$ cat src/rtl/param_down_counter_pkg.sv
// Shared types for the parametrised down-counter: mode encoding and FSM states.
package param_down_counter_pkg;

  typedef enum logic [1:0] {
    MODE_WRAP    = 2'b00,
    MODE_SAT     = 2'b01,
    MODE_ONESHOT = 2'b10,
    MODE_RELOAD  = 2'b11
  } mode_t;

  typedef enum logic [1:0] {
    S_IDLE = 2'b00,
    S_RUN  = 2'b01,
    S_DONE = 2'b10
  } state_t;

endpackage

$ cat src/rtl/param_down_counter_decrementer_core.sv
// Combinational subtract-with-borrow used for every counter update.
module decrementer_core #(
  parameter int WIDTH = 4
) (
  input  logic [WIDTH-1:0] a,
  input  logic [WIDTH-1:0] step,
  output logic [WIDTH-1:0] diff,
  output logic             uf,
  output logic             hit
);

  logic [WIDTH:0] full;

  // One extra bit so the borrow falls out of the subtraction directly.
  assign full = {1'b0, a} - {1'b0, step};
  assign diff = full[WIDTH-1:0];
  assign uf   = full[WIDTH];
  assign hit  = (step >= a) && (step != '0);

endmodule

$ cat src/rtl/param_down_counter.sv
// Loadable down-counter with programmable step and wrap/saturate/one-shot/reload
// behaviour at zero, plus registered borrow and terminal-count pulses.
module param_down_counter #(
  parameter int WIDTH = 4
) (
  input  logic             clk,
  input  logic             rst_n,
  input  logic             load,
  input  logic [WIDTH-1:0] load_val,
  input  logic             start,
  input  logic             stop,
  input  logic [WIDTH-1:0] step,
  input  logic [1:0]       mode,
  output logic [WIDTH-1:0] out,
  output logic             borrow_out,
  output logic             tc,
  output logic             zero,
  output logic             busy,
  output logic             done
);

  import param_down_counter_pkg::*;

  state_t           state_q, state_d;
  logic [WIDTH-1:0] out_q, out_d;
  logic [WIDTH-1:0] reload_q, reload_d;
  logic             borrow_q, borrow_d;
  logic             tc_q, tc_d;

  logic [WIDTH-1:0] diff;
  logic             uf;
  logic             hit;

  decrementer_core #(
    .WIDTH(WIDTH)
  ) u_dec (
    .a   (out_q),
    .step(step),
    .diff(diff),
    .uf  (uf),
    .hit (hit)
  );

  always_comb begin
    state_d  = state_q;
    out_d    = out_q;
    reload_d = reload_q;
    borrow_d = 1'b0;
    tc_d     = 1'b0;

    if (load) begin
      out_d    = load_val;
      reload_d = load_val;
      state_d  = S_IDLE;
    end else begin
      case (state_q)
        S_IDLE: begin
          if (start && !stop) begin
            state_d = S_RUN;
          end
        end
        S_RUN: begin
          if (stop) begin
            state_d = S_IDLE;
          end else begin
            // step == 0 needs no special case: diff == out, uf == 0, hit == 0.
            borrow_d = uf;
            tc_d     = hit;
            case (mode_t'(mode))
              MODE_WRAP:    out_d = diff;
              MODE_SAT:     out_d = uf ? '0 : diff;
              MODE_ONESHOT: begin
                if (hit) begin
                  out_d   = '0;
                  state_d = S_DONE;
                end else begin
                  out_d = diff;
                end
              end
              MODE_RELOAD:  out_d = hit ? reload_q : diff;
              default:      out_d = diff;
            endcase
          end
        end
        S_DONE: begin
          state_d = S_DONE;
        end
        default: begin
          state_d = S_IDLE;
        end
      endcase
    end
  end

  always_ff @(posedge clk or negedge rst_n) begin
    if (!rst_n) begin
      state_q  <= S_IDLE;
      out_q    <= '0;
      reload_q <= '0;
      borrow_q <= 1'b0;
      tc_q     <= 1'b0;
    end else begin
      state_q  <= state_d;
      out_q    <= out_d;
      reload_q <= reload_d;
      borrow_q <= borrow_d;
      tc_q     <= tc_d;
    end
  end

  assign out        = out_q;
  assign borrow_out = borrow_q;
  assign tc         = tc_q;
  assign zero       = (out_q == '0);
  assign busy       = (state_q == S_RUN);
  assign done       = (state_q == S_DONE);

endmodule

$ cat config.mk
export PLATFORM = sky130hd
export DESIGN_NAME = param_down_counter
export DESIGN_NICKNAME = d
export VERILOG_FILES = /design/src/rtl/param_down_counter_pkg.sv /design/src/rtl/param_down_counter_decrementer_core.sv /design/src/rtl/param_down_counter.sv
export SDC_FILE = /design/constraint.sdc
export NUM_CORES = 1
export LEC_CHECK = 0
export ABC_AREA = 1
export BUFFER_PORTS_ARGS = -buffer_cell sky130_fd_sc_hd__buf_2
export CORE_MARGIN = 4
export CORE_UTILIZATION = 55
export DETAILED_ROUTE_END_ITERATION = 8
export PLACE_DENSITY = 0.83
export SYNTH_ARGS = -nofsm -noshare
export SYNTH_HDL_FRONTEND = slang
export SYNTH_SLANG_ARGS = --single-unit
$ cat constraint.sdc
create_clock -name clk -period 3.76 [get_ports clk]
set_input_delay 0.376 -clock clk [delete_from_list [all_inputs] [get_ports clk]]
set_output_delay 0.376 -clock clk [all_outputs]
set_load 0.03 [all_outputs]
==> results.ini <==
[status]
status=complete, no violations

[setup_path]
crit_fanout=4
worstPathRequired_ns=3.93
worstSetupEndpointType=flip-flop
timing_worst_setup_path_type=flip-flop to flip-flop
startpoint_type=flip-flop
crit_arrival_ns=2.12

[power]
peakVddDrop_uv=256
power.share.clock_pct=23.1
internal_power_mw=0.263
power_leakage_nw=0.582
seqPwrFrac_pct=36.1
p_sw_mw=0.168
power.share.combinational_pct=40.8
power_density_nw_per_um2=409
switching_share_pct=39.0

[floorplanning]
core-area_um2=1520
rows=14
die_area_um2=2320
io_pins=24
die_w_um=48.2
start_util_pct=58.4
fp.dieH_um=48.2

[clock_network]
root_buffer=clkbuf_4
numClockSinks=12
cts_buffer_depth=2
clock_latency_ns=0.27
cts-resized-gates=0
cts-buffers-inserted=3
cts_tree=built
cts.clk_slew.worst_paths_ns=0.07
htree_levels=1

[global_route]
grt_pass1_wl_um=3070
grt_max_degree=22
grt_pass1_vias=718
track_usage_pct=19.0
grt.overflow.total=0
antenna_found_initial=0

[routing]
viasPerCell=5.31
drc_errors=0
routed_wl_um=1900
vias=865
wl_per_cell_um=11.6
ant_nets=0
drtIter0Drc=26
first_pass_iters=4

[sta]
fin_crit_sh_pct=51.8
tightest_slew_ns=0.308
max_freq_ghz=0.513
hold_viol=0
rsz0062_at_grt=no
setup_viol=0
skew_ns=0.00412
maxSlewHeadroom_pct=79.2
finalSetupTns_ns=0
maxSlewViolCount=0
period_minus_slack_ns=1.95

[placement]
portBuffers=23
placedCellCount=158
gp_congestion=0.856
post-dp-hpwl_um=1530

[final_layout]
drive_gt1_share_pct=23.8
multiInputGateArea_um2=467
syn_to_final_growth_pct=18.4
fin_nets=168
insertedDiodeCount=0
seqCellArea_um2=300
fillers=119
layoutNonFillerInstCount=163

[synth]
async_flop_share_pct=100
yosysUniqueCellTypes=25
synth_fp_nets=141
yosysWarnings=0
synth_top_area_share_pct=33.8
syn_area_um2=890
ys_ff_latch=12
synth_area_per_cell_um2=7.35
synth_area_leaders=dfrtp_1 (34%), inv_1 (10%), nand2_1 (8.4%), nand4_1 (7.0%), nor2_1 (5.9%)
seq_area_frac_synth_pct=33.8
yosysTopAreaCell=dfrtp_1
synth_edf_count=0
syn_inst=121
synth_common_cells=inv_1 (24), nand2_1 (20), nor2_1 (14), dfrtp_1 (12), nand4_1 (10)
synth_most_common_cell=inv_1
synth_flop_cell=dfrtp_1

[job]
cap_viol_max_count=0

[worst_hold_path]
hold_path.class=primary input to flip-flop

power by group through the flow:
stage / clock [mW] / combinational [mW] / sequential [mW]
floorplan: 0 / 0.112 / 0.174
CTS: 0.102 / 0.175 / 0.155
global route: 0.112 / 0.198 / 0.158
finish: 0.0994 / 0.176 / 0.155
detailed placement: 0 / 0.173 / 0.158
global placement: 0 / 0.169 / 0.158
cell families after synthesis:
kind of cell / Yosys count / share of synthesized area (%)
flops: 12 / 33.8
simple gates: 56 / 32.8
fa+ha+maj: 5 / 7.88
buf+inv: 30 / 13.8
compound gates: 17 / 10.8
xor+xnor: 1 / 0.985
state kept, by name, indices dropped and copies added, names as in the netlist:
register,count
out,4
reload_q,4
tc,1
state_q,2
borrow_out,1
final timing paths:
kind	startpoint	endpoint	slack [ns]	depth (start not counted)
setup / recovery	out[0]$_DFFE_PN0P_	out[1]$_DFFE_PN0P_	1.81	11
max in group asynchronous	rst_n	state_q[0]$_DFFE_PN0P_	3.04	2
setup reg to reg	out[0]$_DFFE_PN0P_	out[1]$_DFFE_PN0P_	1.81	11
hold reg to reg	state_q[1]$_DFFE_PN0P_	state_q[0]$_DFFE_PN0P_	0.52	1
min in group asynchronous	rst_n	tc$_DFF_PN0_	0.50	2
hold / removal	load_val[3]	reload_q[3]$_DFFE_PN0P_	0.32	3
metrics by stage:
step	util, %	worst slack [ns]	power [mW]	cell area (um^2)	hold slack, ns
floorplan	-	1.81	0.285	890	0.0804
global placement	66.1	1.89	0.327	1010	0.264
detailed placement	66.1	1.81	0.331	1010	0.265
CTS	69.1	1.83	0.433	1050	0.320
global route	69.1	1.68	0.468	1050	0.320
finish	69.1	1.81	0.431	1050	0.320
routing by layer:
| metal | up-vias | global-route usage, % | routed length (um) |
|---|---|---|---|
| li1 | 441 | - | - |
| met1 | 385 | 24.4 | 840 |
| met2 | 35 | 30.2 | 876 |
| met3 | 4 | 5.90 | 164 |
| met4 | 0 | 5.91 | 17 |
| met5 | - | 0 | 0 |
area by class of cell:
class	count	share of cell area, %
Inverter	28	9.98
Timing Repair Buffer	24	11.9
Multi-Input combinational cell	79	44.3
Tap cell	16	1.90
Sequential cell	12	28.5
Clock buffer	4	3.44
worst max-delay path, stage by stage, from the launching register on:
cell,delay (ns)
dfrtp_1,0.41
inv_1,0.07
ha_1,0.14
inv_1,0.07
fa_1,0.39
a21oi_1,0.16
o21ai_1,0.09
or2_1,0.27
nand3_1,0.10
nand3_1,0.06
nand2_1,0.06
inv_1,0.04
layout by cell type (no fill, tap or decap), types with 2 or more instances in the layout:
cell type / instances
a21oi_1: 9
nand3_4: 2
o21ai_0: 4
buf_2: 23
dfrtp_1: 12
nor2_1: 14
clkinv_1: 3
nand4_1: 10
nand2_1: 20
or2_1: 2
nand3_1: 4
clkbuf_4: 3
ha_1: 4
inv_1: 24
timing repair:
item,in CTS,in global routing
setup buffers,0,0
hold endpoints to repair,12,0
hold buffers,1,0
No activity file was read; power rests on OpenSTA's default activity.
